## src/rtl/branch_redirect_ctrl_pkg.sv

```systemverilog
// ============================================================================
// Module      : branch_redirect_ctrl_pkg
// Description : Shared constants for the EX-stage branch redirect controller.
//               The package holds the FSM state encoding, the target
//               alignment mask and the default flush length.
// Revision    : 1.0 - initial release
// ============================================================================
`default_nettype none

package branch_redirect_ctrl_pkg;

    // Controller states
    localparam logic [1:0] c_ST_IDLE     = 2'd0;
    localparam logic [1:0] c_ST_REDIRECT = 2'd1;
    localparam logic [1:0] c_ST_FLUSH    = 2'd2;

    // RV32I without the C extension needs 4-byte aligned targets. Bit 0 is
    // always 0, because JALR clears it and branch/JAL offsets are even.
    // Only bit 1 can therefore flag a misaligned target.
    localparam logic [1:0] c_ALIGN_MASK = 2'b10;

    // Default number of cycles that flush stays high after fetch accepts
    localparam int unsigned c_FLUSH_CYCLES_DEFAULT = 2;

endpackage : branch_redirect_ctrl_pkg

`default_nettype wire

```

## src/rtl/branch_redirect_ctrl_sat_counter.sv

```systemverilog
// ============================================================================
// Module      : sat_counter
// Description : Up-counter that saturates at all-ones and never wraps.
//               A synchronous clear takes priority over an increment.
// Ports       : clk   - clock
//               clear - synchronous clear to zero
//               inc   - increment request
//               count - current count value
// Revision    : 1.0 - initial release
// ============================================================================
`default_nettype none

module sat_counter #(
    parameter int unsigned CNT_W = 32
) (
    input  logic             clk,
    input  logic             clear,
    input  logic             inc,
    output logic [CNT_W-1:0] count
);

    logic [CNT_W-1:0] r_count;

    always_ff @(posedge clk) begin
        if (clear) begin
            r_count <= '0;
        end else if (inc && (r_count != {CNT_W{1'b1}})) begin
            r_count <= r_count + 1'b1;
        end
    end

    assign count = r_count;

endmodule : sat_counter

`default_nettype wire

```

## src/rtl/branch_redirect_ctrl.sv

```systemverilog
// ============================================================================
// Module      : branch_redirect_ctrl
// Description : Resolves control flow in the EX stage of the RV32I pipeline.
//               The module computes the branch or jump target and sends a
//               valid/ready redirect to fetch. It stalls EX while the
//               redirect is pending, then holds a timed flush of IF/ID and
//               ID/EX. A misaligned target raises a one-cycle exception.
//               Two saturating perf counters track resolved branches and
//               jumps, and accepted redirects.
// Ports       : clk, rst                 - clock, synchronous active-high reset
//               ex_valid, ex_is_*        - EX slot and decode information
//               branch_taken             - comparator result
//               ex_pc, ex_imm, ex_rs1    - target operands
//               redir_valid/ready/pc     - redirect handshake to fetch
//               flush, ex_stall          - pipeline control
//               misalign_exc/addr        - misaligned-target exception
//               perf_resolved/redirects  - saturating event counters
// Revision    : 1.0 - initial release
// ============================================================================
`default_nettype none

module branch_redirect_ctrl
    import branch_redirect_ctrl_pkg::*;
#(
    parameter int unsigned XLEN         = 32,
    parameter int unsigned FLUSH_CYCLES = c_FLUSH_CYCLES_DEFAULT,
    parameter int unsigned CNT_W        = 32
) (
    input  logic             clk,
    input  logic             rst,
    input  logic             ex_valid,
    input  logic             ex_is_branch,
    input  logic             ex_is_jal,
    input  logic             ex_is_jalr,
    input  logic             branch_taken,
    input  logic [XLEN-1:0]  ex_pc,
    input  logic [XLEN-1:0]  ex_imm,
    input  logic [XLEN-1:0]  ex_rs1,
    output logic             redir_valid,
    input  logic             redir_ready,
    output logic [XLEN-1:0]  redir_pc,
    output logic             flush,
    output logic             ex_stall,
    output logic             misalign_exc,
    output logic [XLEN-1:0]  misalign_addr,
    output logic [CNT_W-1:0] perf_resolved,
    output logic [CNT_W-1:0] perf_redirects
);

    localparam logic [2:0] c_FLUSH_LOAD = 3'(FLUSH_CYCLES);

    logic [1:0]      r_state;
    logic [1:0]      w_state_nxt;
    logic [2:0]      r_flush_cnt;
    logic [XLEN-1:0] r_redir_pc;
    logic            r_misalign_exc;
    logic [XLEN-1:0] r_misalign_addr;

    logic            w_event;
    logic            w_take;
    logic [XLEN-1:0] w_jalr_sum;
    logic [XLEN-1:0] w_target;
    logic            w_misaligned;
    logic            w_accept;

    // ------------------------------------------------------------------
    // Resolve decision and target
    // ------------------------------------------------------------------
    // An event is accepted only in IDLE. In any other state, EX holds a
    // stalled or already-flushed slot.
    assign w_event    = (r_state == c_ST_IDLE) && ex_valid
                        && (ex_is_branch || ex_is_jal || ex_is_jalr);
    assign w_take     = ex_is_jal || ex_is_jalr || (ex_is_branch && branch_taken);
    assign w_jalr_sum = ex_rs1 + ex_imm;
    // JALR has top priority. A branch that is also flagged as JAL uses the
    // same pc+imm target, so no third arm is needed.
    assign w_target   = ex_is_jalr ? {w_jalr_sum[XLEN-1:1], 1'b0} : (ex_pc + ex_imm);
    assign w_misaligned = |(w_target[1:0] & c_ALIGN_MASK);
    assign w_accept   = (r_state == c_ST_REDIRECT) && redir_ready;

    // ------------------------------------------------------------------
    // FSM: state register
    // ------------------------------------------------------------------
    always_ff @(posedge clk) begin
        if (rst) begin
            r_state <= c_ST_IDLE;
        end else begin
            r_state <= w_state_nxt;
        end
    end

    // ------------------------------------------------------------------
    // FSM: next state
    // ------------------------------------------------------------------
    always_comb begin
        w_state_nxt = r_state;
        case (r_state)
            c_ST_IDLE: begin
                if (w_event && w_take && !w_misaligned) begin
                    w_state_nxt = c_ST_REDIRECT;
                end
            end
            c_ST_REDIRECT: begin
                if (redir_ready) begin
                    w_state_nxt = c_ST_FLUSH;
                end
            end
            c_ST_FLUSH: begin
                if (r_flush_cnt <= 3'd1) begin
                    w_state_nxt = c_ST_IDLE;
                end
            end
            default: w_state_nxt = c_ST_IDLE;
        endcase
    end

    // ------------------------------------------------------------------
    // FSM: outputs
    // ------------------------------------------------------------------
    always_comb begin
        redir_valid = 1'b0;
        flush       = 1'b0;
        ex_stall    = 1'b0;
        case (r_state)
            c_ST_REDIRECT: begin
                redir_valid = 1'b1;
                flush       = 1'b1;
                ex_stall    = 1'b1;
            end
            c_ST_FLUSH: begin
                flush       = 1'b1;
            end
            default: ;
        endcase
    end

    // ------------------------------------------------------------------
    // Datapath registers
    // ------------------------------------------------------------------
    always_ff @(posedge clk) begin
        if (rst) begin
            r_flush_cnt     <= 3'd0;
            r_redir_pc      <= '0;
            r_misalign_exc  <= 1'b0;
            r_misalign_addr <= '0;
        end else begin
            r_misalign_exc <= 1'b0;
            if (w_event && w_take) begin
                if (w_misaligned) begin
                    r_misalign_exc  <= 1'b1;
                    r_misalign_addr <= w_target;
                end else begin
                    // Loaded only from IDLE, so the target stays stable
                    // while REDIRECT waits for ready.
                    r_redir_pc <= w_target;
                end
            end
            if (w_accept) begin
                r_flush_cnt <= c_FLUSH_LOAD;
            end else if (r_state == c_ST_FLUSH) begin
                r_flush_cnt <= r_flush_cnt - 3'd1;
            end
        end
    end

    assign redir_pc      = r_redir_pc;
    assign misalign_exc  = r_misalign_exc;
    assign misalign_addr = r_misalign_addr;

    // ------------------------------------------------------------------
    // Performance counters
    // ------------------------------------------------------------------
    sat_counter #(.CNT_W(CNT_W)) u_cnt_resolved (
        .clk   (clk),
        .clear (rst),
        .inc   (w_event),
        .count (perf_resolved)
    );

    sat_counter #(.CNT_W(CNT_W)) u_cnt_redirects (
        .clk   (clk),
        .clear (rst),
        .inc   (w_accept),
        .count (perf_redirects)
    );

endmodule : branch_redirect_ctrl

`default_nettype wire
```

## config.mk

```make
export PLATFORM = sky130hd
export DESIGN_NAME = branch_redirect_ctrl
export DESIGN_NICKNAME = d
export VERILOG_FILES = /design/src/rtl/branch_redirect_ctrl_pkg.sv /design/src/rtl/branch_redirect_ctrl_sat_counter.sv /design/src/rtl/branch_redirect_ctrl.sv
export SDC_FILE = /design/constraint.sdc
export NUM_CORES = 1
export LEC_CHECK = 0
export BUFFER_PORTS_ARGS = -buffer_cell sky130_fd_sc_hd__buf_2
export CAP_MARGIN = 40
export CORE_MARGIN = 1
export CORE_UTILIZATION = 45
export CTS_BUF_LIST = sky130_fd_sc_hd__clkbuf_8
export DETAILED_ROUTE_END_ITERATION = 8
export GPL_ROUTABILITY_DRIVEN = 0
export HOLD_SLACK_MARGIN = 0.12
export PLACE_DENSITY = 0.8
export SETUP_SLACK_MARGIN = 0.2
export SLEW_MARGIN = 0
export SYNTH_ARGS = -nofsm -noshare
export SYNTH_HDL_FRONTEND = slang
export SYNTH_HIERARCHICAL = 1
export SYNTH_SLANG_ARGS = --single-unit
export TNS_END_PERCENT = 50
```

## constraint.sdc

```tcl
create_clock -name clk -period 3.73 [get_ports clk]
set_input_delay 0.746 -clock clk [delete_from_list [all_inputs] [get_ports clk]]
set_output_delay 0.746 -clock clk [all_outputs]
set_load 0.005 [all_outputs]
```

## Word level (Yosys, flattened, before mapping)

Index checks and enable logic that the tools add are counted.

| word-level totals | value |
|---|---|
| bits in registers | 133 |
| input bits | 104 |
| output and inout bits | 132 |
| logic and storage cells | 54 |

| cells by class | value |
|---|---|
| $add $sub $neg | 5 |
| order comparisons | 1 |
| equal/unequal tests | 7 |
| muxes and demuxes | 10 |
| bitwise logic cells | 2 |
| reductions and logical operators | 21 |

Operator list:

| operator | count |
|---|---|
| $add A32 B1 Y32 const B | 2 |
| $add A32 B32 Y32 | 2 |
| $ne A32 B32 Y1 const B | 2 |
| $mux W32 | 1 |
| $mux W2 | 5 |
| $logic_and A1 B1 Y1 | 8 |
| $pmux W2 S3 | 1 |
| $reduce_or A2 Y1 | 3 |
| $logic_or A1 B1 Y1 | 4 |
| $ne A2 B2 Y1 const B | 2 |
| $reduce_and A2 Y1 | 2 |
| $le A3 B1 Y1 const B | 1 |
| $mux W1 | 3 |
| $reduce_and A3 Y1 | 1 |
| $sub A3 B1 Y3 const B | 1 |
| $eq A2 B1 Y1 const B | 1 |
| $eq A2 B2 Y1 const B | 1 |
| $logic_not A2 Y1 | 1 |
| $ne A2 B1 Y1 const B | 1 |
| $not A1 Y1 | 2 |
| $reduce_bool A2 Y1 | 1 |
| $logic_not A1 Y1 | 1 |

## Longest topological paths before layout

| logic depth | value |
|---|---|
| depth in word-level cells | 7 |
| mapped depth | 11 |
| mapped depth without buffers | 11 |

## Modules after synthesis

The synthesis kept the hierarchy.

Modules (own cells, without submodules):

| module | instances | cells each | area each (sq um) | seq. area each (sq um) |
|---|---|---|---|---|
| branch_redirect_ctrl | 1 | 812 | 6317.3 | 1381.3 |
| sat_counter | 2 | 199 | 1674.1 | 640.6 |

## Least setup slack after synthesis

Ideal clock, no wire load.

| path | value |
|---|---|
| path type | input to register |
| from | in ex_imm[0] |
| to | reg r_misalign_addr[30] (netlist: misalign_addr[30]) |
| setup time | 0.092 ns |
| data arrival time | 3.176 ns |
| data required time | 3.638 ns |
| setup slack | 0.463 ns |
| stages on the path | 11 |
| path buffers | 0 |
| cells stage by stage | and2_1 -> fa_1 -> a21o_1 -> a221o_1 -> o31ai_4 -> a31oi_4 -> a211oi_4 -> o221ai_2 -> xnor2_1 -> and3_1 -> nor4_1 |

| between the ends | value |
|---|---|
| longest elaborated chain between the ends | 3 |
| elaborated cells on any way between the ends | 4 |
| those cells by class | add/sub (2); mux (1); reduce/logical (1) |

Ends and longest elaborated chain:

| what | RTL line | RTL |
|---|---|---|
| from (decl) | branch_redirect_ctrl.sv:37 | `input logic [XLEN-1:0] ex_imm,` |
| $add A32 B32 Y32 (on tied branches) | branch_redirect_ctrl.sv:77, branch_redirect_ctrl.sv:74 |  |
| $mux W32 * | branch_redirect_ctrl.sv:77 | `assign w_target = ex_is_jalr ? {w_jalr_sum[XLEN-1:1], 1'b0} : (ex_pc + ex_imm);` |
| $reduce_and A2 Y1 (no source line) | -- |  |
| to (signal assigned) | branch_redirect_ctrl.sv:151 | `r_misalign_addr <= w_target;` |
| to (decl) | branch_redirect_ctrl.sv:57 | `logic [XLEN-1:0] r_misalign_addr;` |

Mark *: on every way between the ends. The rest lies on a longest branch, timed or not.
A chain may end at the register's enable or synchronous reset.

## Final worst setup path

Ends and elaborated chain as after synthesis.

==> flow_metrics.env <==
export IMPL_hold_path_cell_count=2
export IMPL_clockBufferDepth=2
export IMPL_synth_warnings=6
export IMPL_holdPathEnd="misalign_addr[10]"
export IMPL_power_density_nw_per_um2=385.9
export IMPL_crit_path_top_delay_cell="a221o_1"
export IMPL_grt_total_usage_pct=25.26
export IMPL_boundaryPins=236
export IMPL_multi_input_area_um2=6678
export IMPL_dieArea_um2=22070
export IMPL_tns_ns=0
export IMPL_drive_gt1_share_pct=23.20
export IMPL_min_path_type="reg -> reg"
export IMPL_utilization_pct=54.70
export IMPL_antenna_found_initial=2
export IMPL_seq_power_share_pct=37.4
export IMPL_htree_levels=4
export IMPL_r2r_slack_ns=0.93
export IMPL_worst_pin_slew_ns=0.7577
export IMPL_synth_edff_count=0
export IMPL_period_share_pct=85.68
export IMPL_cts_tree="built"
export IMPL_die_w_um=148.6
export IMPL_cts_buffers_inserted=17
export IMPL_crit_chain="buf_2 -> and2_1 -> fa_1 -> a21o_1 -> a221o_1 -> o31ai_4 -> a31oi_4 -> a211oi_4 -> o221ai_2 -> xnor2_1 -> and3_1 -> nor4_1"
export IMPL_cp_arrival_ns=3.55
export IMPL_routedWlPerCell_um=16.69
export IMPL_cts_hold_buf=0
export IMPL_synthesis_instances=1210
export IMPL_via_per_inst=5.945
export IMPL_syn_to_final_growth_pct=18.96
export IMPL_drc_errors=0
export IMPL_worstSetupEndpointType="flop"
export IMPL_maxCapViolations=0
export IMPL_cts_root_buf="clkbuf_8"
export IMPL_seqCellArea_um2=2663
export IMPL_cts_resized=0
export IMPL_max_stage_delay_ns=0.41
export IMPL_hpwlAfterDp_um=22250
export IMPL_reg2reg_depth=9
export IMPL_worstHoldStart="misalign_addr[10]"
export IMPL_ys_ff_latch=133
export IMPL_antenna_left=0
export IMPL_grt_pass1_wl_um=44590
export IMPL_dr_pass1_iters=5
export IMPL_slew_viol_final=0
export IMPL_regToRegStartpoint="r_state[1]"
export IMPL_wl_um=28490
export IMPL_whs_ns=0.4572
export IMPL_grt_pass1_vias=8946
export IMPL_p_sw_share_pct=35.76
export IMPL_fin_area_um2=11500
export IMPL_dp_cells=1674
export IMPL_power_leakage_nw=4.866
export IMPL_hold_viol=0
export IMPL_syn_num_nets=1385
export IMPL_ir_worst_vdd_uv=182.0
export IMPL_drt_first_iter_violations=667
export IMPL_slew_headroom_pct=49.49
export IMPL_grt_start_max_net_pins=77
export IMPL_die_h_um=148.6
export IMPL_synth_ff_type="dfxtp_1"
export IMPL_max_freq_mhz=312.9
export IMPL_rsz0062_at_grt="false"
export IMPL_clock_latency_ns=0.45
export IMPL_port_buffers=234
export IMPL_synth_area_um2=9666
export IMPL_crit_fanout=5
export IMPL_status="complete, no violations"
export IMPL_coreArea_um2=21020
export IMPL_cts_setup_buffers=0
export IMPL_place_area_um2=11080
export IMPL_power_combinational_fraction_pct=33.7
export IMPL_fillCellCount=1998
export IMPL_p_int_w=0.002850
export IMPL_start_kind="primary input"
export IMPL_vias=10150
export IMPL_synth_cell_types=83
export IMPL_initial_utilization_pct=45.98
export IMPL_clkSlewWorstSetupHoldPaths_ns=0.08
export IMPL_syn_area_per_cell_um2=7.988
export IMPL_clock_sinks=133
export IMPL_final_cell_count_no_fill=1707
export IMPL_p_clk_share_pct=28.9
export IMPL_cp_data_required_time_ns=4.08
export IMPL_nets=1593
export IMPL_synth_async_reset_ratio_pct=0
export IMPL_path_class="in -> reg"
export IMPL_rows=53
export IMPL_setup_viol_count_final=0
export IMPL_grt_remaining_overflow=0
export IMPL_yosysSeqAreaShare_pct=27.55
export IMPL_fin_worst_skew_ns=0.01232
export IMPL_r2r_end="u_cnt_redirects/count[31]"
export IMPL_power_switching_w=0.001587
export IMPL_period_minus_slack_ns=3.196
[placed cells by master, fill, tap and decap left out, drive strengths merged, types with 36 or more instances in the layout]
master  Yosys  routed
o21ai      60      60
nor2      135     135
nand3      40      40
buf        15     252
nand2      88      88
ha         69      69
xnor2      36      36
a211oi     52      52
a21oi     123     123
dfxtp     133     133
a21o       36      36
[power groups by stage]
stage               clock (W)  sequential [W]  combinational (W)
finish                0.00128         0.00166            0.00150
global route          0.00137         0.00168            0.00165
CTS                   0.00132         0.00166            0.00148
detailed placement          0         0.00169            0.00147
global placement            0         0.00169            0.00145
floorplan                   0         0.00169           0.000965
[cells by family after synthesis]
logic type,share of synthesized area [%]
mux,1.942
other cells,0.03880
xor+xnor,5.618
fa+ha+maj,9.346
simple gates,25.00
buf+inv,3.650
flops,27.55
compound gates,26.86
[sequential cells by signal, summed over array words and instances, names as in the netlist]
| register | flops |
|---|---|
| misalign_addr | 32 |
| u_cnt_redirects/count | 32 |
| u_cnt_resolved/count | 32 |
| redir_pc | 31 |
| r_flush_cnt | 3 |
| r_state | 2 |
| misalign_exc | 1 |
[per-layer routing]
layer | share of wire (%) | routed length, µm | vias to the layer above | global-route usage (%)
met5 | 0.046 | 13 | - | 0
met4 | 3.5 | 993 | 2 | 11.03
met3 | 7.2 | 2046 | 76 | 4.939
met2 | 45 | 12740 | 416 | 39.98
met1 | 45 | 12700 | 4708 | 33.22
li1 | - | - | 4946 | -
[worst max-delay path by stage]
stage                         start           endpoint  slack (ns)  cells after the start
after floorplan           ex_imm[0]  misalign_addr[30]        0.46                     11
after detailed placement  ex_imm[0]       redir_pc[30]        0.09                     12
after CTS                 ex_imm[0]       redir_pc[30]        0.57                     12
final                     ex_imm[0]  misalign_addr[30]        0.53                     12
after global routing      ex_imm[0]       redir_pc[30]        0.41                     12
after global placement    ex_imm[0]  misalign_addr[30]        0.16                     12
[cells in the mapped netlist (9+ instances only)]
| library cell | number | share of area [%] |
|---|---|---|
| nor2_1 | 135 | 5.2 |
| dfxtp_1 | 133 | 28 |
| a21oi_1 | 121 | 6.3 |
| nand2_1 | 87 | 3.4 |
| ha_1 | 69 | 8.9 |
| o21ai_0 | 53 | 2.7 |
| a211oi_1 | 50 | 3.9 |
| clkbuf_1 | 48 | 1.9 |
| nand3_1 | 38 | 2.0 |
| a21o_1 | 36 | 2.8 |
| xnor2_1 | 36 | 3.3 |
| nand4_1 | 31 | 2.0 |
| o31ai_1 | 29 | 2.3 |
| or4_1 | 26 | 2.0 |
| xor2_1 | 26 | 2.4 |
| inv_1 | 24 | 0.93 |
| or3_1 | 22 | 1.4 |
| and3_1 | 16 | 1.0 |
| nor3_1 | 16 | 0.83 |
| nor4_1 | 13 | 0.84 |
| mux2i_1 | 12 | 1.2 |
| o21bai_1 | 11 | 0.85 |
| and4_1 | 10 | 0.91 |
| a31oi_1 | 9 | 0.58 |
| buf_2 | 9 | 0.47 |
[critical path, delay by kind of cell]
kind	cells	cell delay, ns
AOI/OAI and AO/OA	6	1.57
buffers and inverters	1	0.11
xor gates and xnor gates	1	0.14
and+or+nand+nor	3	0.58
adders and majority gates	1	0.39
[per-stage QoR]
stage / worst slack [ns] / total power [W]
floorplan: 0.4626 / 0.002654
global placement: 0.1562 / 0.003134
detailed placement: 0.09094 / 0.003163
CTS: 0.5666 / 0.004459
global route: 0.4090 / 0.004691
finish: 0.5340 / 0.004437
[cell type report]
type / instances / area share (%)
diodes: 1 / 0.02176
inverters: 24 / 0.7835
repair buffers: 252 / 11.38
clock inverters: 15 / 1.556
clock buffers: 17 / 2.035
flip-flops and latches: 133 / 23.16
well taps: 275 / 2.992
multi-input cells: 990 / 58.07
Note: power is estimated with default switching activity, not from simulation.
